File: config.mk
export PLATFORM = sky130hd
export DESIGN_NAME = line_window_3x3
export DESIGN_NICKNAME = d
export VERILOG_FILES = /design/src/rtl/line_window_3x3.sv
export SDC_FILE = /design/constraint.sdc
export NUM_CORES = 1
export LEC_CHECK = 0
export CORE_MARGIN = 4
export CORE_UTILIZATION = 60
export CTS_CLUSTER_DIAMETER = 40
export CTS_CLUSTER_SIZE = 20
export DETAILED_ROUTE_END_ITERATION = 12
export MAX_ROUTING_LAYER = met4
export PLACE_DENSITY = 0.9
export SYNTH_ARGS = -nofsm -noshare
export SYNTH_HDL_FRONTEND = slang
export SYNTH_SLANG_ARGS = --single-unit
File: constraint.sdc
create_clock -name clk -period 8.5 [get_ports clk]
set_input_delay 1.7 -clock clk [delete_from_list [all_inputs] [get_ports clk]]
set_output_delay 1.7 -clock clk [all_outputs]
set_load 0.02 [all_outputs]
File: src/rtl/line_window_3x3.sv
// line_window_3x3: 3x3 neighbourhood generator for a raster pixel stream.
// Pixels arrive one per enabled cycle, tagged with their row/column. Two line
// buffers hold the previous two rows. A 3x3 register window shifts left one
// column per pixel. The window, its centre coordinate and a valid flag are
// registered outputs with one cycle of latency.
module line_window_3x3 #(
  parameter int WIDTH      = 32,
  parameter int HEIGHT     = 32,
  parameter int DATA_WIDTH = 8,
  localparam int CW = (WIDTH  > 1) ? $clog2(WIDTH)  : 1,
  localparam int RW = (HEIGHT > 1) ? $clog2(HEIGHT) : 1
) (
  input  logic                    clk,
  input  logic                    rst,
  input  logic                    enable,
  input  logic [CW-1:0]           column_counter,
  input  logic [RW-1:0]           row_counter,
  input  logic [DATA_WIDTH-1:0]   pixel_in,
  output logic [9*DATA_WIDTH-1:0] window,
  output logic                    window_valid,
  output logic [RW-1:0]           centre_row,
  output logic [CW-1:0]           centre_col
);

  // One extra bit so that WIDTH itself is representable when it is a power of two.
  localparam logic [CW:0] WIDTH_EXT = (CW+1)'(WIDTH);
  localparam logic [CW:0] COL_TWO   = (CW+1)'(2);
  localparam logic [RW:0] ROW_TWO   = (RW+1)'(2);

  // Line buffers: lb1 is the previous row, lb2 the row before that.
  // They carry no reset. Stale contents are masked by the valid gating.
  logic [DATA_WIDTH-1:0] lb1 [WIDTH];
  logic [DATA_WIDTH-1:0] lb2 [WIDTH];

  // Window element k = 3*r + c, where r=0 is the oldest row and c=0 the oldest column.
  logic [DATA_WIDTH-1:0] win_q [9];
  logic [DATA_WIDTH-1:0] win_d [9];
  logic                  valid_q;
  logic                  valid_d;
  logic [RW-1:0]         centre_row_q;
  logic [RW-1:0]         centre_row_d;
  logic [CW-1:0]         centre_col_q;
  logic [CW-1:0]         centre_col_d;

  logic                  col_in_range;
  logic                  col_ge2;
  logic                  row_ge2;
  logic                  shift_en;
  logic [CW-1:0]         rd_addr;
  logic [DATA_WIDTH-1:0] new_col [3];

  // Column compares and the read address. The address is clamped to 0 when
  // the column is outside the row, so no out-of-bounds array read occurs for
  // non-power-of-two widths.
  always_comb begin
    col_in_range = ({1'b0, column_counter} < WIDTH_EXT);
    col_ge2      = ({1'b0, column_counter} >= COL_TWO);
    row_ge2      = ({1'b0, row_counter} >= ROW_TWO);
    shift_en     = enable && col_in_range;
    rd_addr      = col_in_range ? column_counter : '0;
  end

  // Incoming window column, ordered oldest row first.
  // The line buffers are read before this cycle's write takes effect.
  always_comb begin
    new_col[0] = lb2[rd_addr];
    new_col[1] = lb1[rd_addr];
    new_col[2] = pixel_in;
  end

  // Line buffer update. Each row ages one buffer per pixel at the same
  // address as the read.
  always_ff @(posedge clk) begin
    if (shift_en) begin
      lb2[rd_addr] <= lb1[rd_addr];
      lb1[rd_addr] <= pixel_in;
    end
  end

  // Next-state for the window, the valid flag and the centre coordinate.
  always_comb begin
    win_d        = win_q;
    valid_d      = 1'b0;
    centre_row_d = centre_row_q;
    centre_col_d = centre_col_q;
    if (enable) begin
      // The coordinate tracks every accepted beat. It is only meaningful when valid.
      centre_row_d = row_counter - RW'(1);
      centre_col_d = column_counter - CW'(1);
      // Columns 0-1 would straddle a row boundary. Rows 0-1 lack a full history.
      valid_d      = row_ge2 && col_ge2 && col_in_range;
    end
    if (shift_en) begin
      for (int r = 0; r < 3; r++) begin
        win_d[3*r]     = win_q[3*r + 1];
        win_d[3*r + 1] = win_q[3*r + 2];
        win_d[3*r + 2] = new_col[r];
      end
    end
  end

  // Output registers with synchronous reset. The line buffers are left untouched.
  always_ff @(posedge clk) begin
    if (rst) begin
      for (int k = 0; k < 9; k++) begin
        win_q[k] <= '0;
      end
      valid_q      <= 1'b0;
      centre_row_q <= '0;
      centre_col_q <= '0;
    end else begin
      win_q        <= win_d;
      valid_q      <= valid_d;
      centre_row_q <= centre_row_d;
      centre_col_q <= centre_col_d;
    end
  end

  // Flatten the window array onto the output bus.
  generate
    for (genvar gi = 0; gi < 9; gi++) begin : g_win_out
      assign window[gi*DATA_WIDTH +: DATA_WIDTH] = win_q[gi];
    end
  endgenerate

  assign window_valid = valid_q;
  assign centre_row   = centre_row_q;
  assign centre_col   = centre_col_q;

endmodule

Word level (Yosys, flattened, before mapping)
Memories as Yosys holds them, arrays and structs flattened. A register that Yosys moved wholly into a read port is not among the register bits. Index checks and enable logic that the tools add are counted.

Memories kept: 2. Bits in latches: 0. Register bits after elaboration: 75. RAM bits: 512. Output and inout port bits: 83. Input bits: 21. Memory bits (read-only): 0. Logic and storage cells: 22.

Memory list: lb1 (words 32, bits a word 8, read ports 1, clocked after memory_dff 0, wr ports 1, RTL line 32) `logic [DATA_WIDTH-1:0] lb1 [WIDTH];`; lb2 (words 32, bits a word 8, read ports 1, clocked after memory_dff 1, wr ports 1, RTL line 33) `logic [DATA_WIDTH-1:0] lb2 [WIDTH];`.

Shift-type cells: 0. Mux-type cells: 2. Bitwise operators: 1. Eq/ne operators: 0. Divide/modulo/power cells: 0. Multiply operators: 0. Order comparisons: 2. Reductions and logical operators: 2. Add/sub/neg operators: 2.

Operators by type and width (count): $ge 5x2->1 const B (2); $sub 5x1->5 const B (2); $mux 1 (2); $reduce_or 2->1 (1); $logic_and 1x1->1 (1); $not 1->1 (1).

Logic depth before layout (Yosys ltp)
Depth after elaboration: 2. Mapped depth: 9. Mapped depth without buffers: 5.

Least setup slack after synthesis
Ideal clock, no wire load.

Path type: input port to flip-flop. From: input port column_counter[0]. To: memory lb1[10][0] (enable). Library setup time: 409 ps. Data required time: 8091 ps. Arrival: 3877 ps. Stages on the path: 8. Path slack: 4213 ps. Path buffers: 4. Cells stage by stage: buf_6 buf_6 buf_6 buf_2 inv_1 ha_1 nand2_1 nor3_1.

RTL lines: start, declared (RTL line 16) `input logic [CW-1:0] column_counter,`; end, declared (RTL line 32).

No word-level cell before the write port.

==> metrics <==
outcome finished, final reports clean; max_cap viols 0; WP data required 8.45 ns; Seq/Total Area, Yosys 0.740; Mapped Area 0.0230 mm²; CTS H-tree lvls 2; GP Congestion 0.922; CP Launch Type input pin; ys flop type edfxtp_1; Final WS setup 3.32 ns; Max Slew Vio Count 0; starting density of the core 0.610; FF+latch count, synth 595; total chip power 6030 µW; post-route setup TNS 0 ns; final worst path period share 0.609; endpoint class of the critical path register; Clock transition at path regs 0.07 ns; Worst-Skew Late Latency 0.59 ns; total detailed-routing wirelength 61.0 mm; largest net degree at the start of global routing 101; layout cells sized above 1 0.143; Max IR drop VDD 0.149 mV; DIE HEIGHT 204 µm; fillers 2089; design area 0.0263 mm²; wire per inst 30.6 µm; worst setup path class input pin to register; die width 204 µm; RSZ-0062 raised after global routing no; path depth of the worst reg2reg path 4; WP data arrival 5.12 ns; I/O Buffers 103; number of remaining DRC errors 0; instance count of the mapped netlist 1317; class of the worst hold path register to register; Area after DPL 0.0246 mm²; DRT iter0 DRCs 2302; Peak Freq 193 MHz; Post-Syn Nets 1345; Post-DRT Antenna Nets 0; Nets 1466; Synth cell types 48; Final Critical Period 5.18 ns; Vias 13700; post-CTS setup buffer count 0; Core Area 0.0378 mm²; Slew headroom 0.0448; Rows 71; DRT Pass-1 Iters 6; Max Root-Sink Buffers 3; # setup viols final 0; first-pass GRT wire length 89.1 mm; FFs w/ async S/R, synth 0; DP Worst Slack 2.99 ns; Hold Vio Cnt, Final 0; CP Max Fanout 64; synth-to-layout area growth 14.2%; # clock sinks 595; vias in the first global route 13500; clk root buf clkbuf_16; PwrDens 229 mW/mm²; GRT overflow 0; CTS tree done; die area 0.0416 mm²; Worst Tran Pin Value 1.43 ns; Final Skew 0.0249 ns; total track usage 0.298; leak pwr 0.00923 µW; Hold-fix buffers, CTS 0; IO Pins 104; hold path depth 2; Post-synth EDFFs 512; WHS 0.479 ns; CTS Buf Count 49; mean post-synth cell area 17.5 µm²; HPWL Detailed 35.5 mm; vias per cell 6.87; initial antenna violation count 2; cts repair resizes 0; Syn. warnings 0
==> state kept, by name (all words and copies together), names as in the netlist <==
register	cells
lb1	256
lb2	256
window	72
centre_col	5
centre_row	5
window_valid	1
==> cells by family after synthesis <==
kind of cell | count (synthesis) | synth area share
DFF | 595 | 0.740
muxes | 271 | 0.140
and+or+nand+nor | 199 | 0.0431
AOI/OAI and AO/OA | 154 | 0.0486
buffers and inverters | 85 | 0.0226
adders and majority gates | 7 | 0.00380
xor gates and xnor gates | 6 | 0.00228
==> Yosys cell counts (2+ instances only) <==
cell type	n	area (µm²)
a22oi_1	20	150
edfxtp_1	512	15400
a21o_1	7	52.6
buf_2	23	115
buf_1	7	26.3
a41oi_1	2	17.5
nand4b_1	3	26.3
and2_1	3	18.8
buf_6	17	191
xor2_1	2	17.5
a41oi_2	6	97.6
inv_1	6	22.5
nand4bb_1	6	67.6
o22ai_1	71	444
nor4_1	2	12.5
nor4_2	6	75.1
o21ai_0	16	80.1
dfxtp_1	83	1660
buf_4	9	67.6
a21oi_1	2	10.0
or4b_1	3	30.0
mux4_2	41	923
o22ai_2	8	100
nor2_1	115	432
ha_1	7	87.6
mux2i_1	230	2300
clkbuf_1	22	82.6
a31oi_1	8	50.1
nand2_1	18	67.6
xnor2_1	4	35.0
a211oi_1	10	75.1
nor3_1	15	75.1
nor2b_1	2	12.5
and3_1	9	56.3
nand3_1	9	45.0
==> layer usage <==
| layer | vias up | global-route usage | share of wire | wire, µm |
|---|---|---|---|---|
| li1 | 5454 | - | - | - |
| met1 | 6631 | 0.385 | 0.33 | 20200 |
| met2 | 1311 | 0.452 | 0.47 | 28400 |
| met3 | 286 | 0.0822 | 0.15 | 9260 |
| met4 | 0 | 0.128 | 0.051 | 3140 |
| met5 | - | - | 0 | 0 |
==> layout by cell type, fill, tap and decap left out, types with 9 or more instances in the layout <==
master / instances
a22oi_1: 20
nor3_1: 11
clkbuf_16: 50
mux2i_1: 230
o22ai_1: 71
edfxtp_1: 512
nand3_1: 9
mux4_2: 41
nand2_1: 18
dfxtp_1: 83
o21ai_0: 16
a211oi_1: 10
clkdlybuf4s50_1: 98
nor2_1: 113
buf_4: 46
and3_1: 9
inv_6: 9
==> final timing paths <==
path | start | end | slack, ns
max | column_counter[1] | lb2[26][1] | 3.32
min | centre_col[0] | centre_col[0] | 0.48
max reg2reg | lb1[28][1] | lb2[26][1] | 5.59
min reg2reg | centre_col[0] | centre_col[0] | 0.48
==> metrics by stage <==
step | std cells | utilization
6_report | 1992 | 0.697
5_1_grt | 1992 | 0.697
4_1_cts | 1990 | 0.696
3_5_place_dp | 1898 | 0.651
3_3_place_gp | 1898 | 0.651
2_1_floorplan | 1317 | -
==> where the power goes <==
part           leakage (µW)  switching [µW]  internal (µW)  total (µW)
Clock              0.000833            1120           1230        2350
Sequential          0.00544            27.3           3250        3280
Combinational       0.00295             272            132         404
Total               0.00923            1410           4620        6030
==> area by class of cell <==
cell class                 count  area, µm²  share of cell area
multi-input combinational    637       5520               0.210
antenna                        2       5.00            0.000190
sequential                   595      17000               0.648
tap                          511        639              0.0243
clock inverter                39        430              0.0164
inverter                       6       22.5            0.000856
clock buffer                  53       1270              0.0484
timing repair buffer         149       1380              0.0523
==> critical path: stages <==
cell,delay (ns)
buf_2,0.08
buf_4,0.69
or4b_1,0.91
o22ai_1,0.21
nor4_2,0.47
nand3_1,1.02
(Power assumes the default switching activity.)
